<file path="src/rtl/bitmode_seq_if.sv">
// -----------------------------------------------------------------------------
// bitmode_seq_if
// Video RAM port bundle between the bitmode sequencer (master) and the video
// RAM arbiter (slave).
//
// Handshake: the master raises RAM_REQ with RAM_WE/RAM_ADDR/RAM_WDATA and holds
// all four stable until it samples RAM_GNT=1 on a rising clock edge while
// RAM_REQ=1. That edge completes the transfer, and the master drops RAM_REQ
// on the same edge. RAM_GNT is a one-cycle pulse. A grant seen while RAM_REQ=0
// is meaningless and is ignored. For a read, RAM_RDATA is valid in the cycle
// after the granting edge.
//
// Signals:
//   RAM_REQ    master->slave  port request
//   RAM_WE     master->slave  1=write cycle, qualified by RAM_REQ
//   RAM_ADDR   master->slave  byte address
//   RAM_WDATA  master->slave  write data
//   RAM_GNT    slave->master  one-cycle grant
//   RAM_RDATA  slave->master  read data (cycle after read grant)
// -----------------------------------------------------------------------------
interface bitmode_seq_if #(
    parameter int ADDR_W = 15
);
    logic              RAM_REQ;
    logic              RAM_WE;
    logic [ADDR_W-1:0] RAM_ADDR;
    logic [7:0]        RAM_WDATA;
    logic              RAM_GNT;
    logic [7:0]        RAM_RDATA;

    modport master (
        output RAM_REQ, RAM_WE, RAM_ADDR, RAM_WDATA,
        input  RAM_GNT, RAM_RDATA
    );

    modport slave (
        input  RAM_REQ, RAM_WE, RAM_ADDR, RAM_WDATA,
        output RAM_GNT, RAM_RDATA
    );
endinterface

</file>
<file path="src/rtl/bitmode_seq.sv">
// -----------------------------------------------------------------------------
// bitmode_seq
// Crystal Castles bitmode pixel access sequencer. Holds the X/Y pixel address
// registers and turns a CPU pixel read/write into a video RAM byte read or a
// read-modify-write of the selected nibble, then post-steps X/Y.
//
// Ports:
//   CLK10, RESETn         clock, asynchronous active-low reset
//   CPU_STB               one-cycle CPU bus cycle strobe (samples CPU inputs)
//   BITMDn                active-low bitmode window select
//   BA[1:0]               0=X, 1=Y, 2=pixel, 3=reserved
//   BRWn                  1=read, 0=write
//   BD_IN / BD_OUT        CPU write data / CPU read data
//   CPU_RDY               low stalls the CPU during a pixel access
//   XINCn, YINCn          active-low step enables
//   AXn, AYn              step direction, 1=+1, 0=-1
//   ram                   video RAM port (master side)
//   X, Y                  current pixel address registers
//   BUSY                  sequencer not idle
//   FSM_STATE             debug view of the sequencer state
// -----------------------------------------------------------------------------
module bitmode_seq #(
    parameter int ADDR_W     = 15,
    parameter bit HI_NIB_ODD = 1'b1
) (
    input  logic       CLK10,
    input  logic       RESETn,
    input  logic       CPU_STB,
    input  logic       BITMDn,
    input  logic [1:0] BA,
    input  logic       BRWn,
    input  logic [7:0] BD_IN,
    output logic [7:0] BD_OUT,
    output logic       CPU_RDY,
    input  logic       XINCn,
    input  logic       YINCn,
    input  logic       AXn,
    input  logic       AYn,
    bitmode_seq_if.master ram,
    output logic [7:0] X,
    output logic [7:0] Y,
    output logic       BUSY,
    output logic [2:0] FSM_STATE
);

    typedef enum logic [2:0] {
        IDLE    = 3'd0,
        RD_REQ  = 3'd1,
        RD_DATA = 3'd2,
        WR_REQ  = 3'd3,
        STEP    = 3'd4,
        DONE    = 3'd5
    } state_t;

    state_t            state;
    logic              rdy_q;
    logic              req_q;
    logic              we_q;
    logic [ADDR_W-1:0] addr_q;
    logic [7:0]        wdata_q;
    logic              is_wr;
    logic              sel_hi;   // selected nibble is bits [7:4]
    logic [3:0]        wn;

    logic              accept;
    logic              pix_go;
    logic              gnt_ok;
    logic [3:0]        rd_nib;
    logic [7:0]        merged;

    assign accept = (state == IDLE) && CPU_STB && !BITMDn;
    assign pix_go = accept && (BA == 2'd2);
    assign gnt_ok = ram.RAM_GNT && req_q;

    // Nibble of the byte arriving from RAM, and that byte with the selected
    // nibble replaced; the other nibble passes through untouched.
    assign rd_nib = sel_hi ? ram.RAM_RDATA[7:4] : ram.RAM_RDATA[3:0];
    assign merged = sel_hi ? {wn, ram.RAM_RDATA[3:0]} : {ram.RAM_RDATA[7:4], wn};

    // The stall must reach the CPU in the accepting cycle itself, so the
    // registered ready is gated combinationally by a pixel acceptance.
    assign CPU_RDY   = rdy_q && !pix_go;
    assign BUSY      = (state != IDLE);
    assign FSM_STATE = state;

    assign ram.RAM_REQ   = req_q;
    assign ram.RAM_WE    = we_q;
    assign ram.RAM_ADDR  = addr_q;
    assign ram.RAM_WDATA = wdata_q;

    always_ff @(posedge CLK10 or negedge RESETn) begin
        if (!RESETn) begin
            state   <= IDLE;
            X       <= 8'h00;
            Y       <= 8'h00;
            BD_OUT  <= 8'h00;
            rdy_q   <= 1'b1;
            req_q   <= 1'b0;
            we_q    <= 1'b0;
            addr_q  <= '0;
            wdata_q <= 8'h00;
            is_wr   <= 1'b0;
            sel_hi  <= 1'b0;
            wn      <= 4'h0;
        end else begin
            case (state)
                IDLE: begin
                    if (accept) begin
                        case (BA)
                            2'd0: begin
                                if (!BRWn) X <= BD_IN;
                                else       BD_OUT <= X;
                            end
                            2'd1: begin
                                if (!BRWn) Y <= BD_IN;
                                else       BD_OUT <= Y;
                            end
                            2'd2: begin
                                addr_q <= ADDR_W'({Y, X[7:1]});
                                sel_hi <= (X[0] == HI_NIB_ODD);
                                wn     <= BD_IN[3:0];
                                is_wr  <= !BRWn;
                                req_q  <= 1'b1;
                                we_q   <= 1'b0;
                                rdy_q  <= 1'b0;
                                state  <= RD_REQ;
                            end
                            default: begin
                                if (BRWn) BD_OUT <= 8'hFF;
                            end
                        endcase
                    end
                end
                RD_REQ: begin
                    if (gnt_ok) begin
                        req_q <= 1'b0;
                        state <= RD_DATA;
                    end
                end
                RD_DATA: begin
                    if (is_wr) begin
                        wdata_q <= merged;
                        req_q   <= 1'b1;
                        we_q    <= 1'b1;
                        state   <= WR_REQ;
                    end else begin
                        BD_OUT <= {rd_nib, rd_nib};
                        state  <= STEP;
                    end
                end
                WR_REQ: begin
                    if (gnt_ok) begin
                        req_q <= 1'b0;
                        we_q  <= 1'b0;
                        state <= STEP;
                    end
                end
                STEP: begin
                    // 8-bit arithmetic wraps naturally at both ends.
                    if (!XINCn) X <= AXn ? X + 8'd1 : X - 8'd1;
                    if (!YINCn) Y <= AYn ? Y + 8'd1 : Y - 8'd1;
                    rdy_q <= 1'b1;
                    state <= DONE;
                end
                DONE: begin
                    state <= IDLE;
                end
                default: begin
                    state <= IDLE;
                end
            endcase
        end
    end

endmodule

</file>
<file path="src/flat_wrapper.sv">
// flat-port wrapper written by rule: the top's interface ports become plain ports
module bitmode_seq_flat 
#(
    parameter int ADDR_W     = 15,
    parameter bit HI_NIB_ODD = 1'b1
)
  (CLK10, RESETn, CPU_STB, BITMDn, BA, BRWn, BD_IN, BD_OUT, CPU_RDY, XINCn, YINCn, AXn, AYn, X, Y, BUSY, FSM_STATE, ram_RAM_REQ, ram_RAM_WE, ram_RAM_ADDR, ram_RAM_WDATA, ram_RAM_GNT, ram_RAM_RDATA);
  bitmode_seq_if #(.ADDR_W(ADDR_W)) ram_i ();
  input  logic CLK10;
  input  logic RESETn;
  input  logic CPU_STB;
  input  logic BITMDn;
  input  logic [1:0] BA;
  input  logic BRWn;
  input  logic [7:0] BD_IN;
  output logic [7:0] BD_OUT;
  output logic CPU_RDY;
  input  logic XINCn;
  input  logic YINCn;
  input  logic AXn;
  input  logic AYn;
  output logic [7:0] X;
  output logic [7:0] Y;
  output logic BUSY;
  output logic [2:0] FSM_STATE;
  output wire logic [$bits(ram_i.RAM_REQ)-1:0] ram_RAM_REQ;
  output wire logic [$bits(ram_i.RAM_WE)-1:0] ram_RAM_WE;
  output wire logic [$bits(ram_i.RAM_ADDR)-1:0] ram_RAM_ADDR;
  output wire logic [$bits(ram_i.RAM_WDATA)-1:0] ram_RAM_WDATA;
  input wire logic [$bits(ram_i.RAM_GNT)-1:0] ram_RAM_GNT;
  input wire logic [$bits(ram_i.RAM_RDATA)-1:0] ram_RAM_RDATA;
  assign ram_RAM_REQ = ram_i.RAM_REQ;
  assign ram_RAM_WE = ram_i.RAM_WE;
  assign ram_RAM_ADDR = ram_i.RAM_ADDR;
  assign ram_RAM_WDATA = ram_i.RAM_WDATA;
  assign ram_i.RAM_GNT = ram_RAM_GNT;
  assign ram_i.RAM_RDATA = ram_RAM_RDATA;
  bitmode_seq #(.ADDR_W(ADDR_W), .HI_NIB_ODD(HI_NIB_ODD)) u_core (.CLK10(CLK10), .RESETn(RESETn), .CPU_STB(CPU_STB), .BITMDn(BITMDn), .BA(BA), .BRWn(BRWn), .BD_IN(BD_IN), .BD_OUT(BD_OUT), .CPU_RDY(CPU_RDY), .XINCn(XINCn), .YINCn(YINCn), .AXn(AXn), .AYn(AYn), .ram(ram_i), .X(X), .Y(Y), .BUSY(BUSY), .FSM_STATE(FSM_STATE));
endmodule
</file>
<file path="config.mk">
export PLATFORM = sky130hd
export DESIGN_NAME = bitmode_seq_flat
export DESIGN_NICKNAME = d
export VERILOG_FILES = /design/src/rtl/bitmode_seq_if.sv /design/src/rtl/bitmode_seq.sv /design/src/flat_wrapper.sv
export SDC_FILE = /design/constraint.sdc
export NUM_CORES = 1
export LEC_CHECK = 0
export CAP_MARGIN = 5
export CELL_PAD_IN_SITES_DETAIL_PLACEMENT = 0
export CELL_PAD_IN_SITES_GLOBAL_PLACEMENT = 2
export CORE_MARGIN = 3
export CORE_UTILIZATION = 33
export CTS_BUF_LIST = sky130_fd_sc_hd__clkbuf_2
export DETAILED_ROUTE_END_ITERATION = 6
export GPL_ROUTABILITY_DRIVEN = 1
export PLACE_DENSITY = 0.82
export SLEW_MARGIN = 5
export SYNTH_ARGS = -nofsm -noshare
export SYNTH_HDL_FRONTEND = slang
export SYNTH_SLANG_ARGS = --single-unit
export TNS_END_PERCENT = 50
</file>
<file path="constraint.sdc">
create_clock -name CLK10 -period 2.3 [get_ports CLK10]
set_clock_uncertainty 0.05 [all_clocks]
set_input_delay 0.46 -clock CLK10 [delete_from_list [all_inputs] [get_ports CLK10]]
set_output_delay 0.46 -clock CLK10 [all_outputs]
set_load 0.02 [all_outputs]
</file>
==> run_summary.xml <==
<?xml version="1.0" encoding="UTF-8"?>
<metrics>
  <group name="outcome">
    <metric name="status" unit="">completed</metric>
  </group>
  <group name="floorplanning">
    <metric name="floorplan.initialDensity" unit="%">34.1</metric>
    <metric name="fp.coreArea" unit="sq um">10400</metric>
    <metric name="placementRows" unit="">37</metric>
    <metric name="chipHeight" unit="um">110</metric>
    <metric name="area_of_the_die" unit="sq um">12000</metric>
    <metric name="die_width" unit="um">110</metric>
    <metric name="io_pins" unit="">82</metric>
  </group>
  <group name="global_route">
    <metric name="grt_pass1_vias" unit="">3049</metric>
    <metric name="antenna_found_initial" unit="">0</metric>
    <metric name="grt_pass1_wl" unit="um">16200</metric>
    <metric name="overflow" unit="">0</metric>
    <metric name="track_usage" unit="%">17.5</metric>
    <metric name="grt_start_max_net_pins" unit="">60</metric>
  </group>
  <group name="worst_setup_path">
    <metric name="critPathBufInv" unit="">1</metric>
    <metric name="arrival" unit="ns">1.73</metric>
    <metric name="critical_path.top_delay_family" unit="">buffers and inverters</metric>
    <metric name="worstSetupPathType" unit="">register to primary output</metric>
    <metric name="stages_on_worst_setup_path" unit="">1</metric>
    <metric name="crit_chain" unit="">clkdlybuf4s50_1</metric>
    <metric name="critPathSlowestCell" unit="">sky130_fd_sc_hd__clkdlybuf4s50_1</metric>
    <metric name="r2r.worst_path.cells" unit="">7</metric>
    <metric name="slowest_delay" unit="ns">0.66</metric>
    <metric name="timing.critical_path.to_type" unit="">primary output</metric>
    <metric name="worst_ep_required_time" unit="ns">1.79</metric>
    <metric name="worst-path-max-fanout" unit="">7</metric>
    <metric name="worst_setup_path_start_kind" unit="">register</metric>
  </group>
  <group name="synthesis">
    <metric name="sequential_element_share_of_the_synthesized_area" unit="%">41.7</metric>
    <metric name="yosys.area_share.simple" unit="%">13.9</metric>
    <metric name="synth_area_leaders" unit="">sky130_fd_sc_hd__dfrtp_1 (41%), sky130_fd_sc_hd__mux2_4 (7.2%), sky130_fd_sc_hd__mux2i_1 (6.2%)</metric>
    <metric name="post_synth_fa_ha_maj_area_fraction" unit="%">5.37</metric>
    <metric name="synth_xor_xnor_area_share" unit="%">1.24</metric>
    <metric name="netlist_instances" unit="">338</metric>
    <metric name="mappedNetlistNets" unit="">380</metric>
    <metric name="synth_compound_gate_area_share" unit="%">16.3</metric>
    <metric name="synthesis.area" unit="sq um">3540</metric>
    <metric name="synth.area.mux_share" unit="%">17.2</metric>
    <metric name="synth.lib_cells_used.distinct" unit="">50</metric>
    <metric name="synth_top_family_by_area" unit="">multiplexers</metric>
    <metric name="post-synth-top-area-fraction" unit="%">41.0</metric>
    <metric name="postSynthAreaPerCell" unit="sq um">10.5</metric>
    <metric name="asyncSetResetFlopFracSynth" unit="%">100</metric>
    <metric name="synth.yosys.warnings" unit="">0</metric>
    <metric name="synth_edf_count" unit="">0</metric>
    <metric name="postSynth.topFlopCell" unit="">sky130_fd_sc_hd__dfrtp_1</metric>
    <metric name="netlist.top_cell.by_area" unit="">sky130_fd_sc_hd__dfrtp_1</metric>
    <metric name="synth_seq_cells" unit="">59</metric>
  </group>
  <group name="power">
    <metric name="pwr_density_cell" unit="nW/um^2">1340</metric>
    <metric name="total_power" unit="uW">6680</metric>
    <metric name="vdd_drop_max" unit="uV">471</metric>
    <metric name="total_leakage_power" unit="uW">0.00223</metric>
  </group>
  <group name="detailed_routing">
    <metric name="final_antenna_net_count" unit="">0</metric>
    <metric name="drc" unit="">0</metric>
    <metric name="finalWirelength" unit="um">9950</metric>
    <metric name="first_iter_violations" unit="">125</metric>
    <metric name="via_count" unit="">3044</metric>
    <metric name="detail_route.wl_per_cell" unit="um">16.3</metric>
    <metric name="vias_per_cell" unit="">4.97</metric>
    <metric name="firstDrtPassIters" unit="">4</metric>
  </group>
  <group name="clock_network">
    <metric name="clockRootBuffer" unit="">sky130_fd_sc_hd__clkbuf_2</metric>
    <metric name="worst_skew_pair.late_latency" unit="ns">0.52</metric>
    <metric name="ctsLongestPathBuffers" unit="">2</metric>
    <metric name="clk_transition_reported_paths" unit="ns">0.22</metric>
    <metric name="cts_htree_levels" unit="">3</metric>
    <metric name="cts_num_sinks" unit="">59</metric>
    <metric name="tritoncts_clock_tree" unit="">yes</metric>
    <metric name="numCtsBuffers" unit="">9</metric>
  </group>
  <group name="placed_design">
    <metric name="placed_cells_incl_taps" unit="">593</metric>
    <metric name="dp_hpwl" unit="um">7590</metric>
    <metric name="numPortBuffers" unit="">81</metric>
    <metric name="gp_congestion" unit="">0.821</metric>
    <metric name="dpl_cell_area" unit="sq um">4840</metric>
    <metric name="dp_worst_setup_slack" unit="ns">-0.298</metric>
  </group>
  <group name="layout">
    <metric name="layout_common_cells" unit="">sky130_fd_sc_hd__clkdlybuf4s50_1 (73), sky130_fd_sc_hd__dfrtp_1 (55), sky130_fd_sc_hd__buf_4 (54), sky130_fd_sc_hd__a21oi_1 (33)</metric>
    <metric name="post_route_cells_drive_above_1_share" unit="%">24.6</metric>
    <metric name="postLayoutCellArea" unit="sq um">4980</metric>
    <metric name="insertedDiodeCount" unit="">0</metric>
    <metric name="leading_cell_type_in_the_layout_fill_and_taps_excluded" unit="">sky130_fd_sc_hd__clkdlybuf4s50_1</metric>
    <metric name="n_fill_cell" unit="">999</metric>
    <metric name="numnets_final" unit="">513</metric>
    <metric name="final-instance-count-excl-fill" unit="">612</metric>
    <metric name="layout.core_utilization" unit="%">48.0</metric>
    <metric name="layout-area-overhead-vs-synth" unit="%">40.8</metric>
  </group>
  <group name="sta">
    <metric name="finalSetupViolations" unit="">0</metric>
    <metric name="report.final.slew_viol_count" unit="">0</metric>
    <metric name="timing_hold_violations_final" unit="">0</metric>
    <metric name="final.min_clock_period" unit="ns">2.24</metric>
    <metric name="unrepaired_setup_endpoints_after_global_routing" unit="">no</metric>
    <metric name="timing.slew.headroom" unit="%">57.7</metric>
    <metric name="worst_slack" unit="ns">0.0646</metric>
    <metric name="post-route-period-util" unit="%">97.2</metric>
    <metric name="worst_pin_slew" unit="ns">0.635</metric>
    <metric name="maxClockFrequency" unit="MHz">447</metric>
  </group>
  <group name="hold_path">
    <metric name="hp-class" unit="">input pin to async pin</metric>
  </group>
  <group name="job">
    <metric name="drv_cap" unit="">0</metric>
  </group>
</metrics>
-- repair_timing --
item                                   CTS  global route
resized for setup                       10             7
pin swaps                                0             1
hold buffers                             1             0
endpoints found under the hold margin   58             0
setup buffers                            2             0
setup endpoints to repair                5             8
-- final timing paths --
path,from,endpoint,slack [ns]
setup / recovery,u_core.X[7]$_DFFE_PN0P_,X[7],0.06
hold / removal,RESETn,u_core.ram.RAM_WDATA[6]$_DFFE_PN0P_,0.37
setup reg to reg,u_core.FSM_STATE[0]$_DFFE_PN0P_,u_core.Y[6]$_DFFE_PN0P_,0.23
hold reg to reg,u_core.ram.RAM_WE$_DFFE_PN0P_,u_core.ram.RAM_WE$_DFFE_PN0P_,0.48
max in group asynchronous,RESETn,u_core.rdy_q$_DFFE_PN1P_,1.51
min in group CLK10,u_core.ram.RAM_WE$_DFFE_PN0P_,u_core.ram.RAM_WE$_DFFE_PN0P_,0.48
-- layer usage --
metal  vias up  GRT usage [%]  share of wire, %
li1       1504              -                 -
met1      1459           24.6                47
met2        68           27.6                46
met3        13           2.58               4.5
met4         0           6.06               1.7
met5         -              0                 0
-- sequential cells by signal, indices dropped and copies added (netlist names) --
register / cells
u_core.ram.RAM_ADDR: 15
u_core.X: 8
u_core.FSM_STATE: 3
u_core.ram.RAM_REQ: 1
u_core.ram.RAM_WDATA: 8
u_core.rdy_q: 1
u_core.sel_hi: 1
u_core.BD_OUT: 8
u_core.Y: 8
u_core.is_wr: 1
u_core.ram.RAM_WE: 1
u_core.wn: 4
-- per-stage QoR --
stage / setup TNS (ns) / hold WS (ns)
2_1_floorplan: 0 / 0.114
6_report: 0 / 0.368
5_1_grt: 0 / 0.390
4_1_cts: -0.0355 / 0.353
3_3_place_gp: -2.14 / 0.441
3_5_place_dp: -2.32 / 0.440
-- cells by family (layout without fill, tap and decap cells) --
| kind of cell | Yosys count | in the layout |
|---|---|---|
| xor gates and xnor gates | 5 | 5 |
| DFF | 59 | 59 |
| adders and majority gates | 14 | 14 |
| and+or+nand+nor | 88 | 88 |
| AOI/OAI and AO/OA | 94 | 94 |
| muxes | 51 | 51 |
| buffers and inverters | 27 | 165 |
-- cell usage after synthesis, types with 5 or more instances --
cell type and instances:
sky130_fd_sc_hd__mux2_2 12, sky130_fd_sc_hd__mux2i_1 22, sky130_fd_sc_hd__nor2_1 24, sky130_fd_sc_hd__a21oi_1 33, sky130_fd_sc_hd__nor2b_1 7, sky130_fd_sc_hd__o21ai_0 20, sky130_fd_sc_hd__buf_2 6, sky130_fd_sc_hd__ha_1 12
sky130_fd_sc_hd__inv_1 10, sky130_fd_sc_hd__nand2b_1 5, sky130_fd_sc_hd__nor3_1 6, sky130_fd_sc_hd__a211oi_1 14, sky130_fd_sc_hd__nand2_1 24, sky130_fd_sc_hd__dfrtp_1 58, sky130_fd_sc_hd__mux2_4 17, sky130_fd_sc_hd__buf_6 5
sky130_fd_sc_hd__clkbuf_1 5
-- cell type report --
type | count | area, sq um | share of cell area (%)
Multi-Input combinational cell | 252 | 1920 | 38.6
Sequential cell | 59 | 1480 | 29.7
Timing Repair Buffer | 139 | 1270 | 25.5
Tap cell | 136 | 170 | 3.42
Clock inverter | 7 | 57.6 | 1.16
Clock buffer | 9 | 45.0 | 0.904
Inverter | 10 | 37.5 | 0.753
-- power by group --
part / switching, uW / leakage (uW) / total [uW] / internal [uW]
Combinational: 1920 / 0.00149 / 4020 / 2110
Sequential: 507 / 0.000688 / 2030 / 1530
Clock: 467 / 0.0000559 / 623 / 156
(Power assumes the default switching activity.)
